[src/rtl/skinny_sbox8_domd_sched.sv]
// skinny_sbox8_domd_sched
// Sequencer that time-shares one masked SKINNY sbox8 across a full shared state.
// Each shared byte is held at the sbox for LAT consecutive fresh-randomness
// cycles. The registered sbox output is written back in place into the work
// buffer. Shares are only routed here and are never combined.
module skinny_sbox8_domd_sched #(
  parameter int d      = 2,
  parameter int NBYTES = 16,
  parameter int LAT    = 4,
  parameter int SB     = 8 * (d + 1),
  parameter int R      = 8 * d * (d + 1) / 2
) (
  input  logic                 clk,
  input  logic                 rst_n,
  input  logic                 in_valid,
  output logic                 in_ready,
  input  logic [NBYTES*SB-1:0] in_state,
  output logic                 out_valid,
  input  logic                 out_ready,
  output logic [NBYTES*SB-1:0] out_state,
  input  logic [R-1:0]         rnd_in,
  input  logic                 rnd_valid,
  output logic                 rnd_ready,
  output logic [SB-1:0]        sb_si,
  output logic [R-1:0]         sb_r,
  input  logic [SB-1:0]        sb_so
);

  localparam int IW = (NBYTES > 1) ? $clog2(NBYTES) : 1;
  localparam int CW = (LAT > 1) ? $clog2(LAT) : 1;

  localparam logic [1:0] ST_IDLE  = 2'd0;
  localparam logic [1:0] ST_RUN   = 2'd1;
  localparam logic [1:0] ST_FLUSH = 2'd2;
  localparam logic [1:0] ST_DONE  = 2'd3;

  logic [1:0]    state_r;
  logic [IW-1:0] idx_r;
  logic [IW-1:0] pidx_r;
  logic [CW-1:0] cnt_r;
  logic          pend_r;
  logic [SB-1:0] buf_r [NBYTES];

  logic fresh_s;
  logic last_cyc_s;
  logic last_byte_s;

  assign fresh_s     = (state_r == ST_RUN) && rnd_valid;
  assign last_cyc_s  = (cnt_r == CW'(LAT - 1));
  assign last_byte_s = (idx_r == IW'(NBYTES - 1));

  assign in_ready  = (state_r == ST_IDLE);
  assign rnd_ready = (state_r == ST_RUN);
  assign out_valid = (state_r == ST_DONE);

  for (genvar k = 0; k < NBYTES; k++) begin : g_out
    assign out_state[k*SB +: SB] = buf_r[k];
  end

  // Sbox feed: current byte and fresh randomness only on fresh RUN cycles, zero otherwise.
  always_comb begin
    sb_si = {SB{1'b0}};
    sb_r  = {R{1'b0}};
    if (fresh_s) begin
      sb_si = buf_r[idx_r];
      sb_r  = rnd_in;
    end else begin
      sb_si = {SB{1'b0}};
      sb_r  = {R{1'b0}};
    end
  end

  // Control FSM: byte index, fresh-cycle counter and pending-capture bookkeeping.
  always_ff @(posedge clk) begin
    if (!rst_n) begin
      state_r <= ST_IDLE;
      idx_r   <= {IW{1'b0}};
      pidx_r  <= {IW{1'b0}};
      cnt_r   <= {CW{1'b0}};
      pend_r  <= 1'b0;
    end else begin
      // A pending capture always completes this cycle; a newly finished byte re-arms it below.
      pend_r <= 1'b0;
      case (state_r)
        ST_IDLE: begin
          if (in_valid) begin
            idx_r   <= {IW{1'b0}};
            cnt_r   <= {CW{1'b0}};
            pend_r  <= 1'b0;
            state_r <= ST_RUN;
          end
        end
        ST_RUN: begin
          if (rnd_valid) begin
            if (last_cyc_s) begin
              cnt_r  <= {CW{1'b0}};
              pend_r <= 1'b1;
              pidx_r <= idx_r;
              idx_r  <= idx_r + IW'(1);
              if (last_byte_s) begin
                state_r <= ST_FLUSH;
              end
            end else begin
              cnt_r <= cnt_r + CW'(1);
            end
          end else begin
            // Missing randomness: the byte must start over with LAT fresh cycles.
            cnt_r <= {CW{1'b0}};
          end
        end
        ST_FLUSH: begin
          state_r <= ST_DONE;
        end
        ST_DONE: begin
          if (out_ready) begin
            state_r <= ST_IDLE;
          end
        end
        default: begin
          state_r <= ST_IDLE;
        end
      endcase
    end
  end

  // Work buffer: load the whole state on accept, then write back each sbox result in place.
  always_ff @(posedge clk) begin
    if (!rst_n) begin
      for (int k = 0; k < NBYTES; k++) begin
        buf_r[k] <= {SB{1'b0}};
      end
    end else if ((state_r == ST_IDLE) && in_valid) begin
      for (int k = 0; k < NBYTES; k++) begin
        buf_r[k] <= in_state[k*SB +: SB];
      end
    end else if (pend_r) begin
      buf_r[pidx_r] <= sb_so;
    end
  end

endmodule

[config.mk]
export PLATFORM = sky130hd
export DESIGN_NAME = skinny_sbox8_domd_sched
export DESIGN_NICKNAME = d
export VERILOG_FILES = /design/src/rtl/skinny_sbox8_domd_sched.sv
export SDC_FILE = /design/constraint.sdc
export NUM_CORES = 1
export LEC_CHECK = 0
export CORE_AREA = 5 5 337 339
export DETAILED_ROUTE_END_ITERATION = 10
export DIE_AREA = 0 0 342 344
export PLACE_DENSITY_LB_ADDON = 0.1
export SYNTH_ARGS = -nofsm -noshare
export SYNTH_HDL_FRONTEND = slang
export SYNTH_SLANG_ARGS = --single-unit
[constraint.sdc]
create_clock -name clk -period 7.85 [get_ports clk]
set_input_delay 1.1775 -clock clk [delete_from_list [all_inputs] [get_ports clk]]
set_output_delay 1.1775 -clock clk [all_outputs]
set_load 0.1 [all_outputs]
### Yosys cells after proc, flatten, opt, wreduce, memory -nomap -nowiden

Memories as Yosys holds them, arrays and structs flattened. A register that Yosys moved wholly into a read port is not among the register bits.
Cells that the tools add are included.

| operators by class | value |
|---|---|
| add/subtract/negate cells | 2 |
| equal/unequal tests | 10 |
| mux-type cells | 46 |
| bitwise gates (word level) | 16 |
| reduce and logical (&&, ||, !) cells | 10 |

Operator list:

| cell | number |
|---|---|
| 24-bit 2-to-1 mux | 19 |
| 4-bit 2-to-1 mux | 6 |
| 24-bit OR reduction | 1 |
| 2-bit 2-to-1 mux | 8 |
| 1-bit OR | 16 |
| 1-bit 2-to-1 mux | 10 |
| 2-bit case mux with 4 select lines | 1 |
| 4-bit case mux with 2 select lines | 1 |
| 2-bit == test, second input constant | 3 |
| 2-bit by 1-bit inequality test with 1-bit output, second input constant | 3 |
| 3-bit AND reduction | 2 |
| 5-bit AND reduction | 1 |
| 4-bit by 1-bit adder with 4-bit output, second input constant | 1 |
| 4-bit == test, second input constant | 1 |
| 2-bit inequality test, second input constant | 2 |
| 2-bit case mux with 2 select lines | 1 |
| 4-bit AND reduction | 1 |
| 2-bit by 1-bit adder with 2-bit output, second input constant | 1 |
| 2-bit by 1-bit == test with 1-bit output, second input constant | 1 |
| 1-bit logical AND | 2 |
| 2-bit zero test | 1 |
| 2-bit AND reduction | 1 |
| 2-bit nonzero test | 1 |

| storage, ports and cells | value |
|---|---|
| flip-flop bits (word level) | 13 |
| RAM bits | 384 |
| input port bits | 437 |
| word-level logic and storage cells | 90 |
| memories | 1 |

Memories:

| memory | words | width | read ports | clocked after memory_dff | write ports | RTL line | source |
|---|---|---|---|---|---|---|---|
| buf_r | 16 | 24 | 17 | 1 | 16 | 42 | `logic [SB-1:0] buf_r [NBYTES];` |

### Longest topological paths before layout

| depth | value |
|---|---|
| depth in word-level cells | 7 |
| mapped depth | 9 |

### Least setup slack after synthesis

OpenSTA, ideal clock, no wires.

| timing path | value |
|---|---|
| path type | input -> output |
| from | input port rnd_valid |
| to | output port sb_si[0] |
| data arrival time | 3918 ps |
| required time | 6673 ps |
| setup slack | 2755 ps |
| cell stages on the path | 4 |
| cell sequence | clkbuf_1 nand3b_1 clkbuf_1 o21ai_0 |

| between the ends | value |
|---|---|
| longest elaborated chain between the ends | 2 |

RTL lines:

| what | RTL line | source |
|---|---|---|
| from (decl) | 22 | `input logic rnd_valid,` |
| 1-bit logical AND | 48 | `assign fresh_s = (state_r == ST_RUN) && rnd_valid;` |
| 24-bit 2-to-1 mux | 64 | `if (fresh_s) begin` |
| to (decl) | 24 | `output logic [SB-1:0] sb_si,` |

Every way passes these cells.

### Worst setup path in the final report

| timing path | value |
|---|---|
| from | register state_r[1] |
| to | output port sb_si[2] |

| between the ends | value |
|---|---|
| longest elaborated chain between the ends | 3 |

RTL lines:

| what | RTL line | source |
|---|---|---|
| from (decl) | 37 | `logic [1:0] state_r;` |
| from (signal assigned) | 76 | `state_r <= ST_IDLE;` |
| from (signal assigned) | 90 | `state_r <= ST_RUN;` |
| from (signal assigned) | 101 | `state_r <= ST_FLUSH;` |
| 2-bit by 1-bit == test with 1-bit output | 48 |  |
| 1-bit logical AND | 48 |  |
| 24-bit 2-to-1 mux | 64 |  |

Every way passes these cells.

==> results_dict.tcl <==
set metrics [dict create \
    outcome "complete, no violations" \
    syn_area_per_cell_um2 13.3 \
    path_max_fanout 29 \
    cts_buffers 53 \
    drtAntennaViolNets 0 \
    synth-edff-count 384 \
    synth_area_leaders "edfxtp_1 56%, mux2i_1 13%, a22o_1 10%" \
    io_pins 872 \
    critPathKind "reg -> out" \
    fillCellCount 11265 \
    multiInputGateArea_um2 8060 \
    hold_path_end "cnt_r[1]" \
    overflow 0 \
    post-place-cells 3777 \
    fin_crit_ns 5.73 \
    drt_iter0_drc 1251 \
    synthesis.area_um2 20500 \
    powerDensity_nw_per_um2 371 \
    hold_depth 2 \
    slew-limit-headroom 0.224 \
    slew_violations 0 \
    fin_crit_sh 0.730 \
    clock-sinks 401 \
    path_clk_slew_ns 0.06 \
    final_util 0.296 \
    post_cts_buffers 0 \
    synth_seq_cells 401 \
    die_x_um 342 \
    cts_buffer_depth 3 \
    dieHeight_um 344 \
    max_freq_mhz 174 \
    reg2reg_to "buf_r[3][6]" \
    grt_max_degree 116 \
    finalSetupViolCount 0 \
    ys.flop_type "edfxtp_1" \
    first_pass_iters 7 \
    maxCapViolations 0 \
    netlist_instances 1534 \
    dp_hpwl_mm 98.6 \
    area_delta_synth_final_pct 59.2 \
    synth_cell_type_count 41 \
    hp-class "reg -> reg" \
    root_buffer "clkbuf_16" \
    rsz0062_at_grt "false" \
    grtUsageTotal 0.211 \
    fin_setup_tns_ns 0 \
    drive_above_1_share 0.0838 \
    start_util 0.186 \
    critPathRequiredTime_ns 6.67 \
    routed_wirelength_mm 131 \
    grt_pass1_wl_mm 171 \
    yosysTopAreaCell "edfxtp_1" \
    dr_total_vias 17876 \
    fin_cells 3887 \
    core-area_um2 110000 \
    postCtsHoldBufs 0 \
    routed_via_density 4.60 \
    reg2regPathDepth 7 \
    yosys_warnings 0 \
    min_from "cnt_r[1]" \
    async_flop_share 0 \
    numPortBuffers 871 \
    htreeDepth 2 \
    rr_startpoint "state_r[0]" \
    leakage_nw 11.6 \
    seq_area_frac_synth 0.580 \
    ys_top_cells_by_count "384 x edfxtp_1, 267 x mux2i_1, 240 x a22o_1" \
    hold_violations 0 \
    cp-end-kind "output port" \
    yosysMostFrequentCell "edfxtp_1" \
    synth_top_area_frac 0.563 \
    fp.dieArea_um2 118000 \
    grt_pass1_vias 19201 \
    startpoint_type "flop" \
    r2r_slack_ns 4.05 \
    tightest_slew_ns 1.16 \
    finalNetCount 2789 \
    worst_hold_slack_ns 0.491 \
    clock_latency_ns 0.64 \
    synth_fp_nets 1979 \
    wl_per_cell_um 33.7 \
    finalClockSkew_ns 0.0299 \
    seqCellArea_um2 11900 \
    peakVddDrop_uv 173 \
    fp-row-count 122 \
    finalPower_w 0.0121 \
    cts_tree "done" \
    drcViolationCount 0 \
    worstPathArrival_ns 4.55 \
    ctsResizeCount 0 \
    antenna_found_initial 25 \
    gp_congestion 0.834 \
]
[cells in the final DEF, fill, tap and decap left out, drive strengths merged, types with 3 or more instances in the layout]
cell	instances
a21boi	3
a21oi	3
a221oi	37
a22o	240
a22oi	22
and2	7
and3	26
buf	46
clkbuf	68
clkdlybuf4s50	866
clkinv	24
clkinvlp	3
dfxtp	17
diode	12
edfxtp	384
ha	8
inv	28
mux2i	267
mux4	37
nand2	179
nand2b	6
nand3	3
nand4	4
nor2	14
nor2b	13
nor3	5
o21ai	61
[stage by stage]
| stage | instance area [um2] | setup WS, ns |
|---|---|---|
| after floorplan | 20500 | 2.75 |
| after CTS | 32600 | 1.89 |
| after detailed placement | 31000 | 2.07 |
| after global routing | 32600 | 1.78 |
| final | 32600 | 2.12 |
| after global placement | 31000 | 2.11 |
[area by class of cell]
class,count,share of cell area
clock inverters,30,0.00668
inverters,27,0.00311
clock buffers,68,0.0427
flip-flops and latches,401,0.365
multi-input cells,949,0.247
well taps,1488,0.0571
repair buffers,912,0.278
diodes,12,0.000921
[layer usage]
metal	wire (um)	share of wire	GRT usage
met5	50	0.00038	0
met4	2870	0.022	0.0488
met3	8760	0.067	0.0529
met2	65500	0.50	0.373
met1	53800	0.41	0.261
[registers in the layout, indices dropped and copies added (netlist names), named ones only]
name,count
pend_r,1
state_r,2
cnt_r,2
buf_r,384
idx_r,4
pidx_r,4
[power breakdown]
part,switching (W),total (W),internal (W)
Combinational,0.00497,0.00641,0.00144
Sequential,0.000378,0.00335,0.00297
Clock,0.00103,0.00234,0.00132
Total,0.00637,0.0121,0.00572
[worst max path at each step]
| stage | from | end | slack [ns] | depth (start not counted) |
|---|---|---|---|---|
| finish | state_r[1] | sb_si[2] | 2.12 | 8 |
| global route | state_r[1] | sb_si[0] | 1.78 | 8 |
| CTS | flop | sb_si[0] | 1.89 | 5 |
| detailed placement | rnd_valid | sb_si[0] | 2.07 | 8 |
| global placement | rnd_valid | sb_si[0] | 2.11 | 8 |
| floorplan | rnd_valid | sb_si[0] | 2.75 | 4 |
[cells by family (layout without fill, tap and decap cells)]
logic type               after synthesis  count (layout)  share of synthesized area
flip-flops                           401             401                      0.580
AO/OA/AOI/OAI                        371             371                      0.145
multiplexers                         304             304                      0.171
AND/OR/NAND/NOR                      266             266                     0.0593
buffers and inverters                184            1037                     0.0395
adder cells (fa/ha/maj)                8               8                    0.00489
other                                  0              12                          0
[critical path, stage by stage (launching register included)]
cell and delay, ns:
dfxtp_1 0.34, inv_1 0.13, ha_1 0.76, nand3_2 0.30, buf_4 0.33, a221oi_1 0.23
o21ai_0 0.36, nand2_1 0.20, clkdlybuf4s50_1 1.24
(Power assumes the default switching activity.)
